`config.mk`:
```
export PLATFORM = sky130hd
export DESIGN_NAME = sa_feeder
export DESIGN_NICKNAME = d
export VERILOG_FILES = /design/src/rtl/sa_feeder.sv
export SDC_FILE = /design/constraint.sdc
export NUM_CORES = 2
export LEC_CHECK = 0
export ABC_AREA = 1
export CAP_MARGIN = 40
export CORE_ASPECT_RATIO = 0.8
export CORE_MARGIN = 2
export CORE_UTILIZATION = 49
export CTS_CLUSTER_SIZE = 30
export DETAILED_ROUTE_END_ITERATION = 6
export PLACE_DENSITY_LB_ADDON = 0.05
export SLEW_MARGIN = 20
export SYNTH_ARGS = -nofsm -noshare
export SYNTH_HDL_FRONTEND = slang
export SYNTH_SLANG_ARGS = --single-unit
```
`constraint.sdc`:
```
create_clock -name I_CLK -period 29.9 [get_ports I_CLK]
set_input_delay 4.485 -clock I_CLK [delete_from_list [all_inputs] [get_ports I_CLK]]
set_output_delay 4.485 -clock I_CLK [all_outputs]
set_load 0.005 [all_outputs]
```
`src/rtl/sa_feeder.sv`:
```
// Operand feeder for the systolic array.
// Buffers one K-deep tile of X (one column per beat) and W (one row per beat), then
// streams both into the array edges with a one-cycle-per-lane diagonal skew. Around the
// stream it emits the array's per-job synchronous clear and start pulse. After a drain
// period it pulses O_DONE for the controller.
//
// Load handshake: a beat transfers on a rising edge where I_LOAD_VLD and O_LOAD_RDY are
// both high. O_LOAD_RDY does not depend on I_LOAD_VLD. It is high only in IDLE and LOAD.
// While O_LOAD_RDY is low, I_LOAD_VLD is ignored and nothing is stored.
//
// FLUSH_CYC is expected to be >= 1 and K >= 1.

module sa_feeder #(
  parameter int D_W       = 8,
  parameter int SA_R      = 16,
  parameter int SA_C      = 16,
  parameter int K         = 16,
  parameter int START_LAT = 2,
  parameter int FLUSH_CYC = 32
) (
  input  logic                       I_CLK,
  input  logic                       I_ASYN_RST,
  input  logic                       I_LOAD_VLD,
  output logic                       O_LOAD_RDY,
  input  logic [SA_R-1:0][D_W-1:0]   I_LOAD_X,
  input  logic [SA_C-1:0][D_W-1:0]   I_LOAD_W,
  output logic                       O_SA_SYNC_RSTN,
  output logic                       O_START,
  output logic [SA_R-1:0][D_W-1:0]   O_X,
  output logic [SA_C-1:0][D_W-1:0]   O_W,
  output logic                       O_BUSY,
  output logic                       O_DONE,
  output logic [2:0]                 O_DBG_STATE
);

  // Feed length: the last lane of the wider edge finishes max(SA_R,SA_C)-1 beats late.
  localparam int MAX_RC = (SA_R > SA_C) ? SA_R : SA_C;
  localparam int T_FEED = K + MAX_RC - 1;

  // The phase counter serves both LEAD (0..START_LAT) and FLUSH (0..FLUSH_CYC-1).
  localparam int PH_MAX = (START_LAT > FLUSH_CYC - 1) ? START_LAT : FLUSH_CYC - 1;
  localparam int PH_W   = (PH_MAX > 0) ? $clog2(PH_MAX + 1) : 1;
  localparam int LC_W   = $clog2(K + 1);
  localparam int FT_W   = $clog2(T_FEED + 1);
  localparam int KI_W   = (K > 1) ? $clog2(K) : 1;

  typedef enum logic [2:0] {
    ST_IDLE  = 3'd0,
    ST_LOAD  = 3'd1,
    ST_CLR   = 3'd2,
    ST_LEAD  = 3'd3,
    ST_FEED  = 3'd4,
    ST_FLUSH = 3'd5,
    ST_DONE  = 3'd6
  } state_t;

  state_t            state;
  logic [LC_W-1:0]   load_cnt;
  logic [PH_W-1:0]   ph;
  logic [FT_W-1:0]   feed_t;
  logic              accept;
  logic [KI_W-1:0]   wr_idx;

  // Tile storage: entry k holds beat k exactly as it arrived.
  logic [SA_R-1:0][D_W-1:0] x_buf [K];
  logic [SA_C-1:0][D_W-1:0] w_buf [K];

  logic [SA_R-1:0][D_W-1:0] feed_x;
  logic [SA_C-1:0][D_W-1:0] feed_w;

  assign accept      = I_LOAD_VLD & O_LOAD_RDY;
  assign wr_idx      = load_cnt[KI_W-1:0];
  assign O_DBG_STATE = state;

  // Tile buffer write; contents need no reset because every slot is rewritten per job.
  always_ff @(posedge I_CLK) begin
    if (accept) begin
      x_buf[wr_idx] <= I_LOAD_X;
      w_buf[wr_idx] <= I_LOAD_W;
    end
  end

  // Skewed feed beat for index feed_t: lane n carries tile element feed_t-n, or zero outside the tile.
  always_comb begin : feed_mux
    int d;
    d      = 0;
    feed_x = '0;
    feed_w = '0;
    for (int i = 0; i < SA_R; i++) begin
      d = int'(feed_t) - i;
      if (d >= 0 && d < K) feed_x[i] = x_buf[KI_W'(d)][i];
    end
    for (int j = 0; j < SA_C; j++) begin
      d = int'(feed_t) - j;
      if (d >= 0 && d < K) feed_w[j] = w_buf[KI_W'(d)][j];
    end
  end

  // Job sequencer; every output is registered alongside the state it belongs to.
  always_ff @(posedge I_CLK or posedge I_ASYN_RST) begin
    if (I_ASYN_RST) begin
      state          <= ST_IDLE;
      load_cnt       <= '0;
      ph             <= '0;
      feed_t         <= '0;
      O_LOAD_RDY     <= 1'b1;
      O_SA_SYNC_RSTN <= 1'b1;
      O_START        <= 1'b0;
      O_X            <= '0;
      O_W            <= '0;
      O_BUSY         <= 1'b0;
      O_DONE         <= 1'b0;
    end else begin
      // Single-cycle pulses fall back to their idle level unless re-asserted below.
      O_START        <= 1'b0;
      O_DONE         <= 1'b0;
      O_SA_SYNC_RSTN <= 1'b1;
      case (state)
        ST_IDLE, ST_LOAD: begin
          if (accept) begin
            O_BUSY <= 1'b1;
            if (load_cnt == LC_W'(K - 1)) begin
              // Last beat of the tile: close the load window and clear the array.
              state          <= ST_CLR;
              load_cnt       <= '0;
              O_LOAD_RDY     <= 1'b0;
              O_SA_SYNC_RSTN <= 1'b0;
            end else begin
              state    <= ST_LOAD;
              load_cnt <= load_cnt + LC_W'(1);
            end
          end
        end
        ST_CLR: begin
          state   <= ST_LEAD;
          ph      <= '0;
          O_START <= 1'b1;
        end
        ST_LEAD: begin
          if (ph == PH_W'(START_LAT)) begin
            // feed_t is 0 here, so the first skewed beat is registered on this edge.
            state  <= ST_FEED;
            ph     <= '0;
            feed_t <= FT_W'(1);
            O_X    <= feed_x;
            O_W    <= feed_w;
          end else begin
            ph <= ph + PH_W'(1);
          end
        end
        ST_FEED: begin
          if (feed_t == FT_W'(T_FEED)) begin
            state  <= ST_FLUSH;
            feed_t <= '0;
            ph     <= '0;
            O_X    <= '0;
            O_W    <= '0;
          end else begin
            feed_t <= feed_t + FT_W'(1);
            O_X    <= feed_x;
            O_W    <= feed_w;
          end
        end
        ST_FLUSH: begin
          if (ph == PH_W'(FLUSH_CYC - 1)) begin
            state  <= ST_DONE;
            ph     <= '0;
            O_DONE <= 1'b1;
          end else begin
            ph <= ph + PH_W'(1);
          end
        end
        ST_DONE: begin
          state      <= ST_IDLE;
          O_LOAD_RDY <= 1'b1;
          O_BUSY     <= 1'b0;
        end
        default: begin
          state      <= ST_IDLE;
          load_cnt   <= '0;
          ph         <= '0;
          feed_t     <= '0;
          O_LOAD_RDY <= 1'b1;
          O_BUSY     <= 1'b0;
          O_X        <= '0;
          O_W        <= '0;
        end
      endcase
    end
  end

endmodule
```
# [Word-level counts from Yosys, hierarchy flattened]
# Memory sizes are Yosys's and may differ from the RTL's.
# Index checks and enable logic that the tools add are counted.
[op_classes] n_mux=67 n_reduce_logical=28 n_bitwise=5 n_lt_le_gt_ge=32 eq_ne=15 addsub=18
[ops] op="one-hot mux 128 bit (3 select lines)" count=2
[ops] op="two-way mux 128 bit" count=4
[ops] op="two-way mux 8 bit" count=32
[ops] op="greater-or-equal comparator 6 x 1 -> 1 bit, second input constant" count=15
[ops] op="< comparator 6 bit, second input constant" count=15
[ops] op="subtractor 5 x 4 -> 6 bit, second input constant" count=8
[ops] op="two-way mux 5 bit" count=7
[ops] op="subtractor 5 x 3 -> 6 bit, second input constant" count=4
[ops] op="one-hot mux 5 bit (4 select lines)" count=1
[ops] op="logical AND 1 bit" count=16
[ops] op="adder 5 x 1 -> 5 bit, second input constant" count=3
[ops] op="one-hot mux 3 bit (5 select lines)" count=1
[ops] op="one-hot mux 5 bit (3 select lines)" count=1
[ops] op="two-way mux 3 bit" count=4
[ops] op="subtractor 5 x 2 -> 6 bit, second input constant" count=2
[ops] op="two-way mux 1 bit" count=11
[ops] op="== test 5 bit, second input constant" count=2
[ops] op="inequality test 2 bit, second input constant" count=5
[ops] op="one-hot mux 5 bit (2 select lines)" count=1
[ops] op="OR reduction 5 bit" count=2
[ops] op="== test 3 bit, second input constant" count=3
[ops] op="AND reduction 2 bit" count=4
[ops] op="== test 3 x 2 -> 1 bit, second input constant" count=2
[ops] op="subtractor 5 x 1 -> 6 bit, second input constant" count=1
[ops] op="15 further kinds" count=19
[totals] memories=2 ram_bits=4096 input_bits=259 register_bits=279
[mem_list] memory="w_buf" words=16 word_bits=128 rd=16 rd_clocked_by_memory_dff=0 wr=1 line="66" rtl="logic [SA_C-1:0][D_W-1:0] w_buf [K];"
[mem_list] memory="x_buf" words=16 word_bits=128 rd=16 rd_clocked_by_memory_dff=0 wr=1 line="65" rtl="logic [SA_R-1:0][D_W-1:0] x_buf [K];"

# [Logic depth before layout (Yosys ltp)]
[logic_depth] word_depth=6 ltp_mapped=15 depth_no_buf=11

# [Least setup slack after synthesis]
# No wires, ideal clock.
[synth_path] kind="input port to flip-flop" start="input I_LOAD_VLD" end="memory w_buf[0][0] (netlist name), enable pin" arrival_time_ns=15.397 n_path_buf=0 required_time_ns=29.023 slack_ns=13.626 cell_stages=4 cell_sequence="nand2_1 -> inv_1 -> nand2_1 -> nor2_1"
[synth_between] elab_chain_cells=3
[synth_rtl] element="start: declaration" line="23" rtl="input logic I_LOAD_VLD,"
[synth_rtl] element="AND 1 bit" line="71" rtl="assign accept = I_LOAD_VLD & O_LOAD_RDY;"
[synth_rtl] element="two-way mux 1 bit" line="77" rtl="if (accept) begin"
[synth_rtl] element="two-way mux 1 bit (not written as such)" line="79" rtl="w_buf[wr_idx] <= I_LOAD_W;"
[synth_rtl] element="end: declaration" line="66"
# Every way passes these cells.

# [Final worst setup path]
[layout_path] start="input I_LOAD_VLD" end="memory w_buf[12][54] (netlist name), enable pin"
# The elaborated chain is that of the path after synthesis.

==> flow_metrics.env <==
export IMPL_period_share_pct=27.8
export IMPL_final_cell_area_mm2=0.198
export IMPL_p_leak_nw=71.0
export IMPL_finalNetCount=14625
export IMPL_worst_ir_drop_vdd_mv=0.107
export IMPL_clock_sinks=4375
export IMPL_worst_r2r_setup_slack_ps=23570
export IMPL_whs_path_depth=2
export IMPL_syn_nets=14284
export IMPL_async_flop_share_pct=6.38
export IMPL_yosysMostFrequentCell="nand2_1"
export IMPL_rows=194
export IMPL_wire_per_inst_um=26.6
export IMPL_top_level_ports=523
export IMPL_vias=112489
export IMPL_hold_end="O_W[79]"
export IMPL_min_delay_start="O_W[79]"
export IMPL_synth_top_area_share_pct=71.4
export IMPL_tns_ps=0
export IMPL_fillers=28358
export IMPL_hold_viol_final=0
export IMPL_io_buffer_count=522
export IMPL_netlist_instances=14001
export IMPL_slew_headroom_pct=18.3
export IMPL_ff2ff_path_depth=16
export IMPL_syn_to_final_growth_pct=14.8
export IMPL_ys_types=39
export IMPL_cts_clk_slew_worst_paths_ps=60
export IMPL_ctsResizeCount=0
export IMPL_path_max_fanout=40
export IMPL_drc=0
export IMPL_cts_setup_buffers=0
export IMPL_grtUsageTotal_pct=28.4
export IMPL_gr_total_overflow=0
export IMPL_grt_util_met2_pct=44.6
export IMPL_globalRouteMet3Util_pct=4.18
export IMPL_max_freq_mhz=120
export IMPL_grt_pass1_vias=107833
export IMPL_ant_nets=0
export IMPL_crit_reg2reg_launch="feed_t[0]"
export IMPL_worst_pin_slew_ps=1230
export IMPL_syn_cell_area_mm2=0.172
export IMPL_hold_buffers=0
export IMPL_grt_busiest_layer="met2"
export IMPL_grt_max_degree=228
export IMPL_yosysWarnings=0
export IMPL_yosysTopAreaCell="edfxtp_1"
export IMPL_worst_setup_path_start_kind="input port"
export IMPL_final_max_slew_viol_count=0
export IMPL_dp_cells=18500
export IMPL_drt_iter0_drc=13112
export IMPL_dr_pass1_iters=7
export IMPL_end_kind="register"
export IMPL_fin_cells=19350
export IMPL_yosysSeqAreaShare_pct=75.5
export IMPL_cts_made_buffers=429
export IMPL_crit_type="input port to register"
export IMPL_grt_pass1_wl_mm=747
export IMPL_rsz0062_at_grt="false"
export IMPL_clk_latency_ps=980
export IMPL_dieArea_mm2=0.356
export IMPL_fin_worst_skew_ps=36.2
export IMPL_drt_wl_total_mm=515
export IMPL_start_util_pct=49.3
export IMPL_required_ps=30480
export IMPL_setup_violations=0
export IMPL_routed_via_density=5.81
export IMPL_synthFlopType="edfxtp_1"
export IMPL_die_width_um=667
export IMPL_gr_usage_met1_pct=40.7
export IMPL_hold_path_class="register to register"
export IMPL_min_period_ps=8320
export IMPL_dp_hpwl_mm=286
export IMPL_antenna_found_initial=97
export IMPL_coreArea_mm2=0.350
export IMPL_htreeDepth=5
export IMPL_drive_gt1_share_pct=6.79
export IMPL_cp_data_arrival_time_ps=8900
export IMPL_p_per_area_mw_per_mm2=90.2
export IMPL_rr_endpoint="O_W[54]"
export IMPL_outcome="finished, final reports clean"
export IMPL_cts_root_buf="clkbuf_16"
export IMPL_placed_area_mm2=0.183
export IMPL_synth_area_leaders="edfxtp_1 (71%), nand3_1 (11%), nand2_1 (10%)"
export IMPL_synth_avg_cell_area_um2=12.3
export IMPL_dieHeight_um=534
export IMPL_synth_commonest_cells="nand2_1 (4687), edfxtp_1 (4096), nand3_1 (3853)"
export IMPL_cts_buffer_depth=4
export IMPL_max_cap_violations=0
export IMPL_cts_tree="done"
export IMPL_synth_edf_count=4096
export IMPL_gp_congestion=0.804
export IMPL_synth_seq_cells=4375
-- placed cells by master (no fill, tap or decap), types with 84 or more instances in the layout --
cell type        count
edfxtp_1          4096
clkbuf_16          442
nand2_1           4685
clkinv_1            84
dfrtp_1            273
buf_4              173
nand3_1           3853
clkdlybuf4s50_1    522
clkbuf_1            90
clkinv_2            95
-- power breakdown --
group          switching, mW  total, mW  leakage, nW  internal, mW
Clock                   2.34       5.41         6.87          3.07
Sequential             0.124       7.33         40.9          7.21
Combinational           3.73       5.10         23.3          1.37
-- worst max path at each step --
stage | startpoint | to | slack, ps | cells past startpoint
after floorplan | I_LOAD_VLD | w_buf[0][0] | 13630 | 4
after global placement | I_LOAD_VLD | x_buf[12][74] | 20090 | 9
after detailed placement | I_LOAD_VLD | x_buf[12][74] | 20270 | 10
after CTS | I_LOAD_VLD | w_buf[12][40] | 21310 | 10
after global routing | I_LOAD_VLD | w_buf[12][54] | 21440 | 11
final | I_LOAD_VLD | w_buf[12][54] | 21580 | 11
-- logic make-up after synthesis --
kind of cell	count (synthesis)	synth area share, %
buf+inv	938	2.36
fa+ha+maj	24	0.174
simple gates	8614	21.8
compound gates	35	0.113
xor+xnor	15	0.0807
flops	4375	75.5
-- per-layer routing --
| metal | vias up | routed length, um |
|---|---|---|
| li1 | 50488 | - |
| met4 | 38 | 18300 |
| met2 | 4822 | 238000 |
| met3 | 865 | 40000 |
| met5 | - | 223 |
| met1 | 56276 | 218000 |
-- registers in the layout (all words and copies together) (netlist names) --
signal	flops
O_X	128
load_cnt	5
x_buf	2048
O_BUSY	1
O_DBG_STATE	3
O_W	128
O_SA_SYNC_RSTN	1
O_LOAD_RDY	1
O_DONE	1
ph	5
feed_t	5
w_buf	2048
O_START	1
-- per-stage QoR --
stage / setup WS, ps / total power, mW / util (%) / hold WS (ps)
3_5_place_dp: 20270 / 12.5 / 52.4 / 465
3_3_place_gp: 20090 / 12.3 / 51.9 / 463
4_1_cts: 21310 / 17.9 / 56.4 / 482
2_1_floorplan: 13630 / 10.7 / - / 459
6_report: 21580 / 17.8 / 56.6 / 476
5_1_grt: 21440 / 18.6 / 56.6 / 494
-- area by class of cell --
type,count,area [um2],area share (%)
antenna,32,80.1,0.0405
clock inverter,251,2370,1.20
multi-input combinational,8688,38500,19.5
timing repair buffer,806,9200,4.65
tap,4606,5760,2.91
clock buffer,550,11600,5.89
sequential,4375,130000,65.7
inverter,42,213,0.108
-- worst max-delay path, cell delays in order --
cell and delay, ps:
clkdlybuf4s50_1 470, nand2_1 130, inv_1 250, nand2_1 290, nor2_4 470, buf_4 710, buf_4 410, buf_16 290
buf_4 340, buf_16 290, buf_4 630
No activity file was read; power rests on OpenSTA's default activity.
